[config.mk]
export PLATFORM = sky130hd
export DESIGN_NAME = dm_port_arbiter
export DESIGN_NICKNAME = d
export VERILOG_FILES = /design/src/rtl/dm_arb_pkg.sv /design/src/rtl/rr_arb2.sv /design/src/rtl/dm_port_arbiter.sv
export SDC_FILE = /design/constraint.sdc
export NUM_CORES = 1
export LEC_CHECK = 0
export ABC_AREA = 0
export CAP_MARGIN = 25
export CORE_MARGIN = 2
export CORE_UTILIZATION = 31
export DETAILED_ROUTE_END_ITERATION = 12
export GPL_TIMING_DRIVEN = 1
export PLACE_DENSITY = 0.92
export SYNTH_ARGS = -nofsm -noshare
export SYNTH_HDL_FRONTEND = slang
export SYNTH_SLANG_ARGS = --single-unit
[constraint.sdc]
create_clock -name clk -period 2.06 [get_ports clk]
set_input_delay 0.412 -clock clk [delete_from_list [all_inputs] [get_ports clk]]
set_output_delay 0.412 -clock clk [all_outputs]
set_load 0.05 [all_outputs]
[src/rtl/dm_arb_pkg.sv]
// Shared defaults and types for the dual-core data-memory port arbiter.
// Priority state and per-port request bundle live here so the arbiter and its users agree.
package dm_arb_pkg;

  localparam int DM_DATA_W = 16;
  localparam int DM_ADDR_W = 9;
  localparam int DM_RAM_AW = 8;

  typedef enum logic {
    PRI_P0 = 1'b0,
    PRI_P1 = 1'b1
  } pri_e;

  typedef struct packed {
    logic                 req;
    logic                 we;
    logic [DM_ADDR_W-1:0] addr;
    logic [DM_DATA_W-1:0] wdata;
  } port_req_t;

endpackage

[src/rtl/rr_arb2.sv]
// Two-requester round-robin grant: grants pass through unless both collide,
// in which case only the priority holder wins and priority moves to the loser.
module rr_arb2
  import dm_arb_pkg::*;
(
  input  logic       clk,
  input  logic       rst,
  input  logic [1:0] req,
  input  logic       collide,
  output logic [1:0] gnt
);

  pri_e pri_q, pri_d;

  // NOTE: state registers use non-blocking assignments so every flop samples
  // pre-edge values; blocking here would create order-dependent simulation.
  always_ff @(posedge clk) begin
    if (rst) pri_q <= PRI_P0;
    else     pri_q <= pri_d;
  end

  // NOTE: every output of this block gets a default first, so no path leaves
  // a signal unassigned and no latch is inferred.
  always_comb begin
    pri_d = pri_q;
    gnt   = req;
    if (rst) begin
      gnt = 2'b00;
    end else if (collide) begin
      gnt   = (pri_q == PRI_P0) ? 2'b01 : 2'b10;
      pri_d = (pri_q == PRI_P0) ? PRI_P1 : PRI_P0;
    end
  end

endmodule

[src/rtl/dm_port_arbiter.sv]
// Arbitrates two core data-memory ports onto a true dual-port RAM with write-write
// round-robin stalls and read-during-write forwarding. Optional DM_ARB_STATS_EN adds coll_cnt.
module dm_port_arbiter
  import dm_arb_pkg::*;
#(
  parameter int DATA_W = DM_DATA_W,
  parameter int ADDR_W = DM_ADDR_W,
  parameter int RAM_AW = DM_RAM_AW
) (
  input  logic              clk,
  input  logic              rst,
  input  logic              p0_req,
  input  logic              p0_we,
  input  logic [ADDR_W-1:0] p0_addr,
  input  logic [DATA_W-1:0] p0_wdata,
  output logic              p0_gnt,
  output logic [DATA_W-1:0] p0_rdata,
  output logic              p0_rvalid,
  input  logic              p1_req,
  input  logic              p1_we,
  input  logic [ADDR_W-1:0] p1_addr,
  input  logic [DATA_W-1:0] p1_wdata,
  output logic              p1_gnt,
  output logic [DATA_W-1:0] p1_rdata,
  output logic              p1_rvalid,
  output logic [RAM_AW-1:0] ram_addr_a,
  output logic              ram_we_a,
  output logic [DATA_W-1:0] ram_data_a,
  input  logic [DATA_W-1:0] ram_q_a,
  output logic [RAM_AW-1:0] ram_addr_b,
  output logic              ram_we_b,
  output logic [DATA_W-1:0] ram_data_b,
  input  logic [DATA_W-1:0] ram_q_b,
  output logic [15:0]       coll_cnt
);

  logic              collide, ww_collide;
  logic [1:0]        gnt;
  logic              rvalid0_q, rvalid1_q, fwd0_q, fwd1_q;
  logic [DATA_W-1:0] wd0_q, wd1_q;

  // Upper address bits alias onto the same RAM word and are intentionally ignored.
  logic unused_addr_hi;
  assign unused_addr_hi = ^{p0_addr[ADDR_W-1:RAM_AW], p1_addr[ADDR_W-1:RAM_AW]};

  assign ram_addr_a = p0_addr[RAM_AW-1:0];
  assign ram_addr_b = p1_addr[RAM_AW-1:0];
  assign ram_data_a = p0_wdata;
  assign ram_data_b = p1_wdata;

  assign collide    = p0_req & p1_req & (ram_addr_a == ram_addr_b);
  assign ww_collide = collide & p0_we & p1_we;

  rr_arb2 u_rr_arb2 (
    .clk     (clk),
    .rst     (rst),
    .req     ({p1_req, p0_req}),
    .collide (ww_collide),
    .gnt     (gnt)
  );

  assign p0_gnt   = gnt[0];
  assign p1_gnt   = gnt[1];
  assign ram_we_a = p0_gnt & p0_we;
  assign ram_we_b = p1_gnt & p1_we;

  // A reader colliding with a writer gets the in-flight write data instead of
  // whatever the RAM returns for its read-during-write case.
  always_ff @(posedge clk) begin
    if (rst) begin
      rvalid0_q <= 1'b0;
      rvalid1_q <= 1'b0;
      fwd0_q    <= 1'b0;
      fwd1_q    <= 1'b0;
      wd0_q     <= '0;
      wd1_q     <= '0;
    end else begin
      rvalid0_q <= p0_gnt & ~p0_we;
      rvalid1_q <= p1_gnt & ~p1_we;
      fwd0_q    <= collide & ~p0_we & p1_we;
      fwd1_q    <= collide & ~p1_we & p0_we;
      wd0_q     <= p1_wdata;
      wd1_q     <= p0_wdata;
    end
  end

  assign p0_rvalid = rvalid0_q;
  assign p1_rvalid = rvalid1_q;
  assign p0_rdata  = fwd0_q ? wd0_q : ram_q_a;
  assign p1_rdata  = fwd1_q ? wd1_q : ram_q_b;

`ifdef DM_ARB_STATS_EN
  logic [15:0] coll_cnt_q;

  always_ff @(posedge clk) begin
    if (rst)                                     coll_cnt_q <= '0;
    else if (ww_collide && coll_cnt_q != 16'hFFFF) coll_cnt_q <= coll_cnt_q + 16'd1;
  end

  assign coll_cnt = coll_cnt_q;
`else
  assign coll_cnt = 16'h0000;
`endif

endmodule

==> flow_summary.yaml, run 1 <==
outcome:
  status: "finished, violations left"
  violations: "negative setup slack"
timing:
  setup_viol: 4
  period_share_pct: 111.0
  worstMarginPinSlew_ps: 549.5
  period_needed_ps: 2286
  final.setup_skew_ps: 0
  slew_violations: 0
  hold_ws_ps: 440.2
  fmax_mhz: 437.4
  max-slew-margin-rel_pct: 63.25
  rsz0062_at_grt: "true"
  layout_setup_ws_ps: -226.2
  hold_viol: 0
synthesis:
  synth_edf_count: 0
  synth.avg_cell_area_um2: 10.08
  synth_cell_types: 23
  synth_compound_area_share_pct: 1.582
  yosys.area.top_type: "dfxtp_1"
  synth_fa_ha_area_share_pct: 0
  yosys_register_bits: 37
  yosysSeqAreaShare_pct: 36.03
  synth.area.top_cells: "dfxtp_1, buf_4, mux2_2"
  synthFlopType: "dfxtp_1"
  synthesis.area_um2: 2056
  synth-warning-count: 0
  synth.top_cell.area_share_pct: 36.03
  synth_simple_gate_area_share_pct: 16.43
  synth_xor_area_share_pct: 3.408
  synth_top_family_by_area: "buffers and inverters"
  async_reset_ff_share_pct: 0
  syn-instance-count: 204
  synth.area.mux_share_pct: 17.53
die:
  io_pins: 190
  fp-row-count: 29
  core_area_um2: 6386
  start_util_pct: 32.19
  die_h_um: 85.44
  die_x_um: 85.44
  die_area_um2: 7299
worst_setup_path:
  r2r-start: "u_rr_arb2.pri_q"
  cpPeakStageDelay_ps: 570
  crit_chain: "buf_6, xor2_2, or4_4, o41ai_4, buf_4, a21oi_4, buf_12"
  worstSetupPathType: "input port to primary output"
  arrival_ps: 1870
  worstPathMaxFanout: 2
  required_ps: 1650
  crit_path_end_kind: "primary output"
  crit_start: "p1_addr[5]"
  cpLargestDelayFamily: "simple AND/OR/NAND/NOR gates"
  cp-start-kind: "input port"
  slowest_stage: "or4_4"
  crit_buf_inv: 3
cells_and_area:
  layout-drive-gt1-share_pct: 53.61
  final_common_cell: "clkdlybuf4s50_1"
  n_antenna_cell: 0
  syn_to_final_growth_pct: 109.7
  fin_nets: 447
  layout_common_cells: "clkdlybuf4s50_1, buf_4, buf_12"
cts:
  cts_buffers: 5
  clk_latency_ps: 270
  cts_root_buf: "clkbuf_8"
  htree_num_levels: 2
  cts_hold_buf: 0
  cts.sinks: 37
  path_clk_slew_ps: 70
  cts_tree: "built"
  cts_buffer_depth: 2
power_and_ir_drop:
  cellPowerDensity_nw_per_um2: 528.2
  p_leak_nw: 1.867
  p_total_w: 0.002277
  ir_worst_vdd_v: 0.0003330
placed_design:
  place_congestion: 0.7785
  hpwlAfterDp_um: 5320
  port-buffer-count: 171
global_routing:
  overflow: 0
  antenna_found_initial: 0
  grt_max_degree: 22
  grt_usage_pct: 16.87
  grt_pass1_wl_um: 9618
  grt_pass1_vias: 2068
route:
  wl_per_cell_um: 15.00
  post-route-drc-count: 0
  vias: 1892
  dr.pass1.iters: 4
  final_antenna_net_count: 0
  viasPerCell: 4.330
  first_iter_violations: 19
  drt-total-wl_um: 6554
job:
  max_cap_viol_count: 0
hold_path:
  hold_start: "p1_req"
  hold_class: "input port to flop"
## cells by family after synthesis
group / after synthesis
flops: 37
mux: 32
simple gates: 49
buf+inv: 72
xor+xnor: 8
compound gates: 5
other cells: 1
## state kept, by name (all words and copies together), names as in the netlist
signal,count
fwd0_q,1
fwd1_q,1
p0_rvalid,1
p1_rvalid,1
u_rr_arb2.pri_q,1
wd0_q,16
wd1_q,16
## cell usage after synthesis (all sizes together), types with 2 or more instances
master / count
nor3: 2
o41ai: 2
nor2b: 32
dfxtp: 37
clkbuf: 5
nand2: 2
xor2: 8
buf: 67
a21oi: 3
mux2: 32
or3: 2
nor3b: 2
nor4b: 2
## where the power goes
part | switching, W | internal, W
clock | 0.000245 | 0.000234
combinational | 0.000560 | 0.000478
sequential | 0.00000883 | 0.000750
total | 0.000815 | 0.00146
## path summary, 6_finish.rpt
path	slack, ps	endpoint	depth (start not counted)
worst max-delay path	-230	p0_gnt	7
worst min-delay path	440	p1_rvalid	2
worst max register to register	1080	u_rr_arb2.pri_q	3
worst min register to register	490	u_rr_arb2.pri_q	2
## what timing repair did
action	4_1_cts	5_1_grt
gates resized for setup	64	33
setup endpoints to repair	6	4
pin swaps	12	15
buffers inserted	2	3
## worst reg2reg max path, cell delays in order (launching register included)
cell      delay (ps)
dfxtp_1          320
nand4b_1         280
buf_4            200
a21oi_1          110
## stage by stage
| stage | instances | instance area (µm²) | setup slack, ps | TNS (ps) | util (%) |
|---|---|---|---|---|---|
| floorplan | 219 | 2153 | -13.83 | -23.41 | - |
| detailed placement | 424 | 4096 | -630.2 | -2998 | 64.15 |
| finish | 437 | 4312 | -226.2 | -598.3 | 67.52 |
| global placement | 424 | 4096 | -577.3 | -2688 | 64.15 |
| CTS | 434 | 4224 | -270.7 | -682.1 | 66.14 |
| global route | 437 | 4312 | -291.0 | -757.5 | 67.52 |
## layer usage
metal,share of wire (%),up-vias,GRT usage (%)
met5,0,-,0
met4,1.3,0,4.185
met3,7.9,6,5.058
met2,59,105,35.44
met1,32,890,15.20
li1,-,891,-
## final cells by class
class,instances,area (µm²)
Timing Repair Buffer,205,2375
Fill cell,482,2074
Multi-Input combinational cell,110,1017
Sequential cell,37,740.7
Tap cell,77,96.34
Clock buffer,6,72.57
Clock inverter,2,10.01
Note: power is estimated with default switching activity, not from simulation.
==> inputs of run 2 (changes only) <==
Settings changed: CTS_CLUSTER_SIZE set to 10.
==> results of run 2 <==
Final layout, timing and power as in run 1 (identical DEF).
==> inputs of run 3 (changes only) <==
Settings changed: CORE_MARGIN 2 to not set.
==> run 3 against run 2 <==
Effect of this change: the flow still finishes with violations (negative setup slack); sequential power is essentially flat; fmax is 0.97% higher; count of clock-buffer cells in the layout is 1 lower; global-route usage rose by 0.49 points; sequential share of layout area rose by 0.25 points; via count fell by 1.2%; final cell count up 0.23%; final area down 1.5%; combinational power barely moved; worst hold slack improved by 43 ps; die area decreased by 4.6%; worst setup slack improved by 22 ps; critical path type unchanged; largest cell class unchanged.
==> flow_summary.yaml, run 3 (synthesized netlist as in run 1, its figures left out) <==
power_and_ir_drop:
  cellPowerDensity_nw_per_um2: 530.8
  ir_worst_vdd_v: 0.0002825
  p_total_w: 0.002255
  p_leak_nw: 1.848
timing:
  setup_viol: 4
  fmax_mhz: 441.6
  period_share_pct: 109.9
  max-slew-margin-rel_pct: 65.06
  hold_viol: 0
  final.setup_skew_ps: 0
  slew_violations: 0
  worstMarginPinSlew_ps: 522.4
  period_needed_ps: 2264
  rsz0062_at_grt: "true"
  layout_setup_ws_ps: -204.3
die:
  die_x_um: 83.44
  core_area_um2: 6386
  start_util_pct: 32.19
  io_pins: 190
  die_h_um: 83.44
  die_area_um2: 6961
  fp-row-count: 29
worst_setup_path:
  required_ps: 1650
  crit_chain: "buf_8, xor2_4, or4_4, o41ai_4, buf_4, a21oi_4, buf_12"
  worstPathMaxFanout: 2
  slowest_stage: "or4_4"
  worstSetupPathType: "input port to primary output"
  arrival_ps: 1850
  cpPeakStageDelay_ps: 550
  crit_path_end_kind: "primary output"
  cp-endpoint: "ram_we_a"
  cp-start-kind: "input port"
  r2r-end: "u_rr_arb2.pri_q"
  crit_start: "p0_addr[2]"
  worst-r2r-setup-slack_ps: 900
  r2r-start: "u_rr_arb2.pri_q"
  reg2reg_depth: 5
job:
  max_cap_viol_count: 0
cells_and_area:
  top_regs: "wd0_q: 16 flops, wd1_q: 16 flops"
  syn_to_final_growth_pct: 106.7
  layout_common_cells: "clkdlybuf4s50_1, buf_4, buf_12"
  layout-drive-gt1-share_pct: 50.14
  n_antenna_cell: 0
  fin_nets: 448
  n_fill_cell: 487
outcome:
  violations: "negative setup slack"
  status: "finished, violations left"
placed_design:
  hpwlAfterDp_um: 5101
  port-buffer-count: 171
  place_congestion: 0.7596
  place_ws_ps: -680.3
cts:
  cts_tree: "built"
  path_clk_slew_ps: 70
  cts_root_buf: "clkbuf_8"
  htree_num_levels: 2
  cts_buffers: 5
  clk_latency_ps: 280
  cts_buffer_depth: 2
  cts.sinks: 37
  cts_hold_buf: 0
route:
  wl_per_cell_um: 13.82
  final_antenna_net_count: 0
  first_iter_violations: 29
  dr.pass1.iters: 4
  vias: 1870
  viasPerCell: 4.269
  drt-total-wl_um: 6054
  post-route-drc-count: 0
global_routing:
  overflow: 0
  antenna_found_initial: 0
  grt_max_degree: 22
  grt_pass1_vias: 2030
  grt_usage_pct: 17.35
  grt_pass1_wl_um: 9535
hold_path:
  hold_class: "flop to flop"
  hold_depth: 2
## run 3: how the worst min path moves through the flow
stage / to / start / slack (ps)
after floorplan: u_rr_arb2.pri_q / u_rr_arb2.pri_q / 440
after global placement: u_rr_arb2.pri_q / u_rr_arb2.pri_q / 460
after detailed placement: u_rr_arb2.pri_q / u_rr_arb2.pri_q / 480
after CTS: u_rr_arb2.pri_q / u_rr_arb2.pri_q / 490
after global routing: u_rr_arb2.pri_q / u_rr_arb2.pri_q / 520
final: u_rr_arb2.pri_q / u_rr_arb2.pri_q / 480
## run 3: metal layers
metal	wire length, µm	global-route usage, %
met5	0	0
met4	66	4.006
met3	421	5.567
met2	3476	35.47
met1	2089	16.43
## run 3: cell type report
type	instances	area, µm²	area share [%]
tap	77	96.34	2.267
clock buffer	5	68.82	1.620
clock inverter	3	17.52	0.4122
sequential	37	740.7	17.43
timing repair buffer	206	2375	55.89
multi-input combinational	110	950.9	22.38
## run 3: metrics by stage
step	instances	util, %	instance area (µm²)	hold slack, ps	setup TNS [ps]
floorplan	219	-	2153	437.3	-23.41
detailed placement	426	64.38	4111	475.0	-3261
global route	438	66.54	4249	516.3	-696.5
CTS	437	66.34	4237	485.6	-632.6
global placement	426	64.38	4111	460.8	-2760
finish	438	66.54	4249	483.2	-456.8
## run 3: critical path: cells and delay by family
family	cells	cell delay (ps)
AO/OA/AOI/OAI	2	270
XOR/XNOR	1	170
buffers and inverters	3	430
AND/OR/NAND/NOR	1	550
## run 3: where the power goes
group,total (W),switching (W),internal [W]
logic,0.00101,0.000544,0.000464
clock network,0.000489,0.000255,0.000233
registers,0.000758,0.00000809,0.000750
## run 3: repair_timing
action,CTS,global route
endpoints found under the setup margin,6,4
resized for setup,54,8
buffers inserted,3,1
pin swaps,14,6
